===== config.mk =====
export PLATFORM = sky130hd
export DESIGN_NAME = local_bias_buffer
export DESIGN_NICKNAME = d
export VERILOG_FILES = /design/src/rtl/local_bias_buffer.sv
export SDC_FILE = /design/constraint.sdc
export NUM_CORES = 1
export LEC_CHECK = 0
export CAP_MARGIN = 20
export CORE_MARGIN = 2
export CORE_UTILIZATION = 50
export CTS_CLUSTER_DIAMETER = 80
export DETAILED_ROUTE_END_ITERATION = 16
export GPL_ROUTABILITY_DRIVEN = 0
export MAX_ROUTING_LAYER = met4
export PLACE_DENSITY = 0.78
export SETUP_SLACK_MARGIN = 0.4
export SYNTH_ARGS = -nofsm -noshare
export SYNTH_HDL_FRONTEND = slang
export SYNTH_SLANG_ARGS = --single-unit
export TNS_END_PERCENT = 50

===== constraint.sdc =====
create_clock -name clk -period 8.3 [get_ports clk]
set_input_delay 2.075 -clock clk [delete_from_list [all_inputs] [get_ports clk]]
set_output_delay 2.075 -clock clk [all_outputs]
set_load 0.01 [all_outputs]

===== src/rtl/local_bias_buffer.sv =====
// Bias store for one convolution layer: single-word writes, burst loads, sequential clear, registered reads.
// Optional macro BIAS_RAW_FWD_EN: a same-cycle read of the address being written returns the new data.
module local_bias_buffer #(
  parameter int DATA_W = 16,
  parameter int DEPTH  = 10,
  parameter int ADDR_W = $clog2(DEPTH)
) (
  input  logic              clk,
  input  logic              rst,
  input  logic              wr_en,
  input  logic [ADDR_W-1:0] wr_addr,
  input  logic [DATA_W-1:0] wr_data,
  input  logic              ld_start,
  input  logic [ADDR_W-1:0] ld_base,
  input  logic [ADDR_W:0]   ld_len,
  input  logic              ld_valid,
  input  logic [DATA_W-1:0] ld_data,
  output logic              ld_ready,
  output logic              ld_done,
  input  logic              clr_start,
  output logic              busy,
  input  logic              rd_en,
  input  logic [ADDR_W-1:0] rd_addr,
  output logic [DATA_W-1:0] rd_data,
  output logic              rd_valid,
  output logic              rd_err
);

  // Load handshake: a beat transfers on any rising edge where ld_valid && ld_ready;
  // ld_valid may drop at any time (stall), ld_ready is high for the whole LOAD state.

  typedef enum logic [1:0] {
    IDLE  = 2'd0,
    LOAD  = 2'd1,
    CLEAR = 2'd2
  } state_t;

  localparam logic [ADDR_W:0]   DEPTH_C = (ADDR_W+1)'(DEPTH);
  localparam logic [ADDR_W-1:0] LAST    = ADDR_W'(DEPTH - 1);

  state_t              state_q, state_d;
  logic [ADDR_W-1:0]   ptr_q, ptr_d;
  logic [ADDR_W:0]     cnt_q, cnt_d;
  logic [ADDR_W:0]     len_q, len_d;
  logic                done_q, done_d;

  logic                we;
  logic [ADDR_W-1:0]   waddr;
  logic [DATA_W-1:0]   wdata;
  logic [ADDR_W:0]     len_eff;
  logic [ADDR_W-1:0]   base_eff;
  logic [ADDR_W-1:0]   ptr_next;
  logic                wr_ok;
  logic                rd_ok;
  logic [ADDR_W-1:0]   rd_idx;
  logic                fwd_hit;

  logic [DATA_W-1:0]   mem [DEPTH];

  assign wr_ok    = ({1'b0, wr_addr} < DEPTH_C);
  assign rd_ok    = ({1'b0, rd_addr} < DEPTH_C);
  assign rd_idx   = rd_ok ? rd_addr : '0;
  assign ptr_next = (ptr_q == LAST) ? '0 : ptr_q + 1'b1;

  always_ff @(posedge clk or posedge rst) begin
    if (rst) begin
      state_q <= IDLE;
      ptr_q   <= '0;
      cnt_q   <= '0;
      len_q   <= '0;
      done_q  <= 1'b0;
    end else begin
      state_q <= state_d;
      ptr_q   <= ptr_d;
      cnt_q   <= cnt_d;
      len_q   <= len_d;
      done_q  <= done_d;
    end
  end

  always_comb begin
    state_d  = state_q;
    ptr_d    = ptr_q;
    cnt_d    = cnt_q;
    len_d    = len_q;
    done_d   = 1'b0;
    we       = 1'b0;
    waddr    = ptr_q;
    wdata    = '0;
    len_eff  = (ld_len > DEPTH_C) ? DEPTH_C : ld_len;
    base_eff = ({1'b0, ld_base} >= DEPTH_C) ? '0 : ld_base;
    unique case (state_q)
      IDLE: begin
        // Priority ld_start > clr_start > wr_en; the losers are simply dropped.
        if (ld_start) begin
          if (len_eff == '0) begin
            done_d = 1'b1;
          end else begin
            state_d = LOAD;
            ptr_d   = base_eff;
            cnt_d   = '0;
            len_d   = len_eff;
          end
        end else if (clr_start) begin
          state_d = CLEAR;
          ptr_d   = '0;
        end else if (wr_en && wr_ok) begin
          we    = 1'b1;
          waddr = wr_addr;
          wdata = wr_data;
        end
      end
      LOAD: begin
        if (ld_valid) begin
          we    = 1'b1;
          waddr = ptr_q;
          wdata = ld_data;
          ptr_d = ptr_next;
          cnt_d = cnt_q + 1'b1;
          if ((cnt_q + 1'b1) == len_q) begin
            state_d = IDLE;
            done_d  = 1'b1;
          end
        end
      end
      CLEAR: begin
        we    = 1'b1;
        waddr = ptr_q;
        wdata = '0;
        ptr_d = ptr_next;
        if (ptr_q == LAST) state_d = IDLE;
      end
      default: state_d = IDLE;
    endcase
  end

  assign ld_ready = (state_q == LOAD);
  assign busy     = (state_q != IDLE);
  assign ld_done  = done_q;

  always_ff @(posedge clk or posedge rst) begin
    if (rst) begin
      for (int i = 0; i < DEPTH; i++) mem[i] <= '0;
    end else if (we) begin
      mem[waddr] <= wdata;
    end
  end

`ifdef BIAS_RAW_FWD_EN
  assign fwd_hit = we && (waddr == rd_addr);
`else
  assign fwd_hit = 1'b0;
`endif

  always_ff @(posedge clk or posedge rst) begin
    if (rst) begin
      rd_data  <= '0;
      rd_valid <= 1'b0;
      rd_err   <= 1'b0;
    end else begin
      rd_valid <= rd_en;
      rd_err   <= rd_en && !rd_ok;
      if (rd_en && rd_ok) rd_data <= fwd_hit ? wdata : mem[rd_idx];
      else                rd_data <= '0;
    end
  end

endmodule


==> results of run 1 <==
[flip-flops by register name (all words and copies together) (netlist names)]
name      flops
cnt_q         5
ld_done       1
len_q         5
mem         160
ptr_q         4
rd_data      16
rd_err        1
rd_valid      1
state_q       2
[logic make-up (layout without fill, tap and decap cells)]
kind of cell	count (synthesis)	after routing	share of synthesized area
compound gates	299	299	0.209
xor+xnor	6	6	0.00566
mux	83	83	0.0933
flops	195	195	0.526
simple gates	242	242	0.111
buf+inv	100	164	0.0479
fa+ha+maj	5	5	0.00674
[per-stage QoR]
stage               utilization  setup WS [ns]
CTS                       0.596           3.67
global placement          0.561           3.17
detailed placement        0.564           3.20
finish                    0.596           3.58
global route              0.596           3.49
floorplan                     -          0.913
[synthesized netlist by cell type (3+ instances only)]
master,count
clkbuf_1,27
and2_1,6
nand2_1,127
o221ai_1,31
inv_1,42
o21ai_1,11
nand3_1,6
nand3b_1,4
o31ai_1,3
a22oi_1,15
xnor2_1,4
nor4_1,3
buf_4,4
buf_2,19
a22o_1,15
nand2b_1,7
or2_2,3
mux2_2,18
buf_6,4
o21ai_0,90
a21oi_1,102
dfrtp_1,195
ha_1,5
buf_1,4
mux2i_1,64
nor2_1,73
o2bb2ai_2,3
o211ai_2,3
nor2b_1,4
[worst paths after layout]
| check | cells past startpoint | slack [ns] | to | from |
|---|---|---|---|---|
| hold / removal | 2 | 0.48 | mem[71] | mem[71] |
| setup reg to reg | 8 | 5.41 | mem[83] | state_q[0] |
| max in group asynchronous | 3 | 4.65 | mem[91] | rst |
| hold reg to reg | 2 | 0.48 | mem[71] | mem[71] |
| setup / recovery | 6 | 3.58 | rd_data[1] | rd_addr[3] |
| min in group asynchronous | 2 | 2.20 | mem[1] | rst |
[power by group]
part           switching, µW  total (µW)  internal, µW
logic                    538         944           406
registers                182        1460          1280
clock network            374         832           457
total                   1090        3240          2140
[per-layer routing]
| layer | routed length, µm | global-route usage | part of all wire |
|---|---|---|---|
| met1 | 10400 | 0.342 | 0.44 |
| met5 | 0 | - | 0 |
| met3 | 1470 | 0.0526 | 0.063 |
| met2 | 11300 | 0.404 | 0.48 |
| met4 | 381 | 0.0654 | 0.016 |
[final cells by class]
class	count	area, µm²
fill	1477	7300
sequential	195	4880
multi-input combinational	635	3970
timing repair buffer	90	895
clock buffer	19	443
tap	229	287
inverter	42	165
clock inverter	13	148
[placed cells by master, fill, tap and decap left out, types with 3 or more instances in the layout]
master / n
buf_4: 12
o211ai_2: 3
a22o_1: 15
nand3_1: 6
nor4_1: 3
o221ai_1: 31
nand3b_1: 4
clkdlybuf4s50_1: 75
nand2_1: 127
clkbuf_16: 17
o2bb2ai_2: 3
dfrtp_1: 195
nor2_1: 73
mux2_2: 18
mux2i_1: 64
inv_1: 41
clkinvlp_4: 3
ha_1: 5
nand2b_1: 7
a22oi_1: 15
inv_6: 4
or2_2: 3
o21ai_0: 90
o21ai_1: 11
a21oi_1: 102
o31ai_1: 3
and2_1: 6
xnor2_1: 4
nor2b_1: 3
[tightest hold or removal path, delay by kind of cell, from the launching register on]
family / cells / cell delay [ns]
compound gates: 1 / 0.06
flops: 1 / 0.35
simple gates: 1 / 0.04
==> reports/qor.yml, run 1 <==
crit_arrival_ns: 5.07
grt_usage: 0.256
synth_cells: 930
fin_crit_sh: 0.569
final-setup-viol-count: 0
grt_pass1_wl_um: 38200
fin_crit_ns: 4.72
hp-class: "register to register"
clk_transition_reported_paths_ns: 0.08
dp_hpwl_um: 15100
slowest_stage: "clkdlybuf4s50_1"
cts_made_buffers: 17
synth_ff_type: "dfrtp_1"
port_buffers: 76
synth_area_leader_cell: "dfrtp_1"
synth_cell_types: 54
synth_top_area_frac: 0.526
ys_seq_elements: 195
vias: 7270
cp.required_ns: 8.65
critical-path-top-delay-family: "compound AO/OA/AOI/OAI gates"
crit_path_frequent_cell: "o21ai_0"
ir_worst_vdd_mv: 0.159
p_leak_uw: 0.00478
path_buf_inv: 1
fmax_mhz: 212
coreArea_um2: 18100
drive_above_1_share: 0.0926
cp_max_fo: 22
postCtsSetupBuffers: 0
synth_area_leaders: "dfrtp_1 (53%), mux2i_1 (6.9%), a21oi_1 (5.5%)"
ant_nets: 0
power_uw: 3240
drv_cap: 0
path_class: "primary input to register"
initial_utilization: 0.513
numClockSinks: 195
antenna_found_initial: 0
grt_pass1_vias: 7207
critPathCaptureType: "register"
grt_max_degree: 123
syn_area_per_cell_um2: 9.98
diodes: 0
place_area_um2: 10200
ys_seq_area_frac: 0.526
die_area_um2: 19700
finalInstanceArea_um2: 10800
drtIter0Drc: 733
final_cells: 1223
num_rows: 49
whs_ns: 0.481
finClkSkew_ns: 0.0117
drt-pass1-iter-count: 5
syn2layout_area_growth_pct: 16.2
yosysWarnings: 0
cpPeakStageDelay_ns: 0.97
fp.dieW_um: 140
cp-start-kind: "primary input"
path_cells: "clkdlybuf4s50_1 -> o21ai_0 -> o21a_1 -> o221ai_1 -> o21ai_0 -> a22o_1"
die_y_um: 140
root_buffer: "clkbuf_16"
dp_cells: 1191
drc: 0
worstSkewPairLatency_ns: 0.44
cts_resized: 0
power.density_nw_per_um2: 300
fin_nets: 1042
synth_fp_nets: 991
wl_um: 23500
synth_edf_count: 0
vias_per_cell: 5.94
grt-ovfl-total: 0
wl_per_cell_um: 19.2
pin_count: 77
syn_area_um2: 9280
h-tree-depth: 4
async_flop_share: 1.00
clockBufferDepth: 2
status: "completed"
slew_headroom: 0.291
rsz0062_at_grt: "false"
cts_tree: "yes"
hold_viol: 0
finalSetupTns_ns: 0
ctsHoldBuffers: 0
slew_violations: 0
worst_slew_pin_slew_ns: 1.06
Note: power is estimated with default switching activity, not from simulation.
==> run 2, diff against run 1 <==
--- a/config.mk
+++ b/config.mk
@@ -12,7 +12,7 @@
 export DETAILED_ROUTE_END_ITERATION = 16
 export GPL_ROUTABILITY_DRIVEN = 0
 export MAX_ROUTING_LAYER = met4
-export PLACE_DENSITY = 0.78
+export PLACE_DENSITY = 0.81
 export SETUP_SLACK_MARGIN = 0.4
 export SYNTH_ARGS = -nofsm -noshare
 export SYNTH_HDL_FRONTEND = slang
==> constraint.sdc (replaced) <==
create_clock -name clk -period 3.88 [get_ports clk]
set_input_delay 0.97 -clock clk [delete_from_list [all_inputs] [get_ports clk]]
set_output_delay 0.97 -clock clk [all_outputs]
set_load 0.01 [all_outputs]
==> run 2 against run 1 <==
Effect of this change: non-clock buffer count is 24 higher; routed wire length shrank 2.3%; hold slack worse by 0.0033 ns; largest cell class unchanged; cell count is 2.0% higher; die area stayed put; clock skew decreased by 0.0029 ns; design area is 2.0% higher.
==> reports/qor.yml, run 2 (synthesized netlist as in run 1, its figures left out) <==
slew_headroom: 0.290
fillers: 1477
startpoint: "ld_start"
fp.dieW_um: 140
vias: 7313
drtIter0Drc: 590
path_class: "primary input to register"
antenna_found_initial: 0
die_y_um: 140
layout_commonest_cell: "dfrtp_1"
drive_above_1_share: 0.114
worst_slew_pin_slew_ns: 1.07
ctsHoldBuffers: 0
num_rows: 49
cts_made_buffers: 17
postCtsSetupBuffers: 0
clockBufferDepth: 2
ir_worst_vdd_mv: 0.400
fin_crit_ns: 3.06
port_buffers: 76
cp-start-kind: "primary input"
drt-pass1-iter-count: 5
clk_transition_reported_paths_ns: 0.07
cp_max_fo: 32
critPathCaptureType: "register"
grt_pass1_vias: 7356
wl_per_cell_um: 18.4
rr_endpoint: "mem[10]"
cts_tree: "yes"
hold_viol: 0
p_leak_uw: 0.00490
power.density_nw_per_um2: 640
dp_hpwl_um: 15200
wl_um: 23000
die_area_um2: 19700
initial_utilization: 0.513
coreArea_um2: 18100
worstSkewPairLatency_ns: 0.44
pin_count: 77
fin_crit_sh: 0.788
status: "completed"
hp-class: "register to register"
diodes: 0
h-tree-depth: 4
regMostFlops: "mem"
grt_usage: 0.251
numClockSinks: 195
root_buffer: "clkbuf_16"
r2r-start: "state_q[0]"
fmax_mhz: 327
timing.critical_path.to: "mem[10]"
cts_resized: 0
drv_cap: 0
syn2layout_area_growth_pct: 18.6
largest_register_ffs: 160
vias_per_cell: 5.86
reg_top3: "mem x160, rd_data x16"
reg2reg_depth: 7
drc: 0
cp.required_ns: 4.24
slew_violations: 0
finalInstanceArea_um2: 11000
ant_nets: 0
finClkSkew_ns: 0.00882
grt_pass1_wl_um: 37900
finalSetupTns_ns: 0
power_uw: 7040
place_area_um2: 10400
grt_max_degree: 75
r2r_slack_ns: 1.19
final-setup-viol-count: 0
rsz0062_at_grt: "false"
crit_arrival_ns: 3.41
grt-ovfl-total: 0
mostFrequentLayoutCells: "dfrtp_1 (195), nand2_1 (127), a21oi_1 (102)"
fin_nets: 1066
run 2: critical path: stages:
cell	delay [ns]
clkdlybuf4s50_1	0.55
nand4bb_1	0.49
o31ai_1	0.42
o221a_2	0.68
nor2_1	0.14
a21oi_1	0.16
run 2: through the flow:
| step | util | cells | hold WS [ns] | worst slack [ns] |
|---|---|---|---|---|
| global route | 0.609 | 1247 | 0.515 | 0.638 |
| finish | 0.609 | 1247 | 0.478 | 0.823 |
| global placement | 0.574 | 1215 | 0.458 | 0.538 |
| CTS | 0.609 | 1247 | 0.485 | 0.828 |
| detailed placement | 0.574 | 1215 | 0.470 | 0.420 |
| floorplan | - | 930 | 0.444 | 0.392 |
run 2: layout make-up:
| cell class | instances | area [µm²] | share of cell area |
|---|---|---|---|
| sequential | 195 | 4880 | 0.443 |
| multi-input combinational | 635 | 3970 | 0.361 |
| timing repair buffer | 114 | 1090 | 0.0994 |
| clock buffer | 18 | 439 | 0.0399 |
| tap | 229 | 287 | 0.0260 |
| clock inverter | 14 | 178 | 0.0161 |
| inverter | 42 | 161 | 0.0147 |
run 2: worst min path at each step:
stage          startpoint  endpoint  slack, ns  depth (start not counted)
2_1_floorplan     mem[78]   mem[78]       0.44                          2
3_3_place_gp      mem[78]   mem[78]       0.46                          2
3_5_place_dp      mem[55]   mem[55]       0.47                          2
4_1_cts           mem[78]   mem[78]       0.48                          2
5_1_grt           mem[57]   mem[57]       0.52                          2
6_report          mem[39]   mem[39]       0.48                          2
run 2: layer usage:
metal  up-vias  wire [µm]  track usage
li1       3433          -            -
met1      3568      10100        0.334
met2       282      10900        0.397
met3        30       1580       0.0509
met4         0        320       0.0691
met5         -          0            -
run 2: report_power, final:
part / switching, µW / internal (µW)
sequential: 397 / 2740
combinational: 1170 / 913
clock: 786 / 1040
==> RTL edit (flow settings as in run 2) <==
Add a define of `BIAS_RAW_FWD_EN`.
--- a/src/rtl/local_bias_buffer.sv
+++ b/src/rtl/local_bias_buffer.sv
@@ -2,2 +2,4 @@
 // Optional macro BIAS_RAW_FWD_EN: a same-cycle read of the address being written returns the new data.
+`define BIAS_RAW_FWD_EN
+
 module local_bias_buffer #(
Behaviour: not the same (Yosys sat finds a counterexample within 4 cycles, from zero or initial values and one cycle with rst high).
==> RTL edit against run 2 <==
  * Sequential power grew 4%
  * Wire length grew 11%
  * Sequential cell count is the same
  * Global-route usage grew 0.54 points
  * Clock skew shrank 0.0025 ns
  * Maximum frequency shrank 4.8%
  * Setup slack lost 0.15 ns
  * Cell area grew 5.5%
  * Register-to-register slack lost 0.09 ns
  * Non-clock buffer count grew 8
  * Count of clock-buffer cells in the layout is the same
  * Synthesized area grew 7.1%
  * Power grew 8.4%
  * Critical path depth grew 1
  * Critical path type unchanged
==> RTL edit: results (changes against run 2) <==
{| class="wikitable"
! Metric !! Value
|-
| Launch point of the worst hold path || mem[36]$_DFFE_PP0P_
|-
| Worst R2R End || mem[54]$_DFFE_PP0P_
|-
| Iteration-0 DRC count of the detailed router || 770 (+31%)
|-
| Drt via density || 5.90 (+0.54%)
|-
| Non-clock inverter instance count of the final layout || 30 (-29%)
|-
| Flop2flop setup slack || 1.10 ns (-0.09 ns)
|-
| Count of plain and timing-repair buffers || 122 (+7.0%)
|-
| Sequential-to-total area share from yosys stat || 0.491 (-0.0346)
|-
| Commonest cells in the netlist || sky130_fd_sc_hd__dfrtp_1, sky130_fd_sc_hd__a21oi_1, sky130_fd_sc_hd__nor2_1
|-
| Number of distinct library cell variants in the gate-level netlist after synthesis || 67 (+24%)
|-
| Met2 routed wirelength || 12000 um (+9.4%)
|-
| #MultiIn Comb || 753 (+19%)
|-
| Wire length on met3 || 2040 um (+29%)
|-
| Pin count of the biggest net entering global routing || 64 (-15%)
|-
| Leakage power total || 4.96 nW (+1.3%)
|-
| Post-route clock skew || 0.00635 ns (-0.00247 ns)
|-
| Post-DP Area || 11000 sq um (+5.6%)
|-
| Routed WL || 25400 um (+11%)
|-
| Fraction of final layout cells with drive strength greater than 1 || 0.125 (+0.0106)
|-
| Final instance count without filler cells || 1397 (+12%)
|-
| Core Region || 19500 sq um (+7.6%)
|-
| Nets || 1180 (+11%)
|-
| Setup Slack @ Placement || 0.307 ns (-0.113 ns)
|-
| Vias in the first global route || 8122 (+10%)
|-
| Peak supply drop || 0.000418 V (+4.5%)
|-
| Total area of multi-input combinational cells || 4520 sq um (+14%)
|-
| Power Sequential || 3.25 mW (+4%)
|-
| Maximum cell stage delay along the critical path || 0.59 ns (-0.09 ns)
|-
| Status || complete, no violations
|-
| DPL Wire Length || 16800 um (+11%)
|-
| Worst Reg2Reg Path Length in Cells || 9 (+2)
|-
| Destination of the critical timing path || rd_data[13]$_DFF_PP0_
|-
| Clock net power || 1.88 mW (+3%)
|-
| Startpoint of the worst setup timing path || rd_addr[1]
|-
| Worst-path maximum fanout || 11 (-66%)
|-
| Relative max-transition margin || 0.259 (-0.0306)
|}
-- RTL edit: cell types whose count changed after synthesis, moves of 15 or more --
cell / delta
sky130_fd_sc_hd__nand2b_1: +16
sky130_fd_sc_hd__mux2i_1: -15
sky130_fd_sc_hd__o22a_1: +15
sky130_fd_sc_hd__o21ai_2: +24
sky130_fd_sc_hd__clkbuf_1: +22
sky130_fd_sc_hd__nor2_1: +52
sky130_fd_sc_hd__nand2_1: -15
sky130_fd_sc_hd__o22ai_1: +15
sky130_fd_sc_hd__a21oi_1: +34
-- RTL edit: cells by family (layout without fill, tap and decap cells) --
logic type,Yosys count,count (layout),synth area share
compound gates,370,370,0.234
xor+xnor,6,6,0.00529
fa+ha+maj,5,5,0.00630
buf+inv,125,184,0.0573
flops,195,195,0.491
mux,65,65,0.0675
simple gates,307,307,0.138
-- RTL edit: routing by layer --
layer | up-vias | GRT usage
met1 | 3983 | 0.337
met3 | 42 | 0.0676
met2 | 338 | 0.397
li1 | 3874 | -
met4 | 0 | 0.0703
met5 | - | -
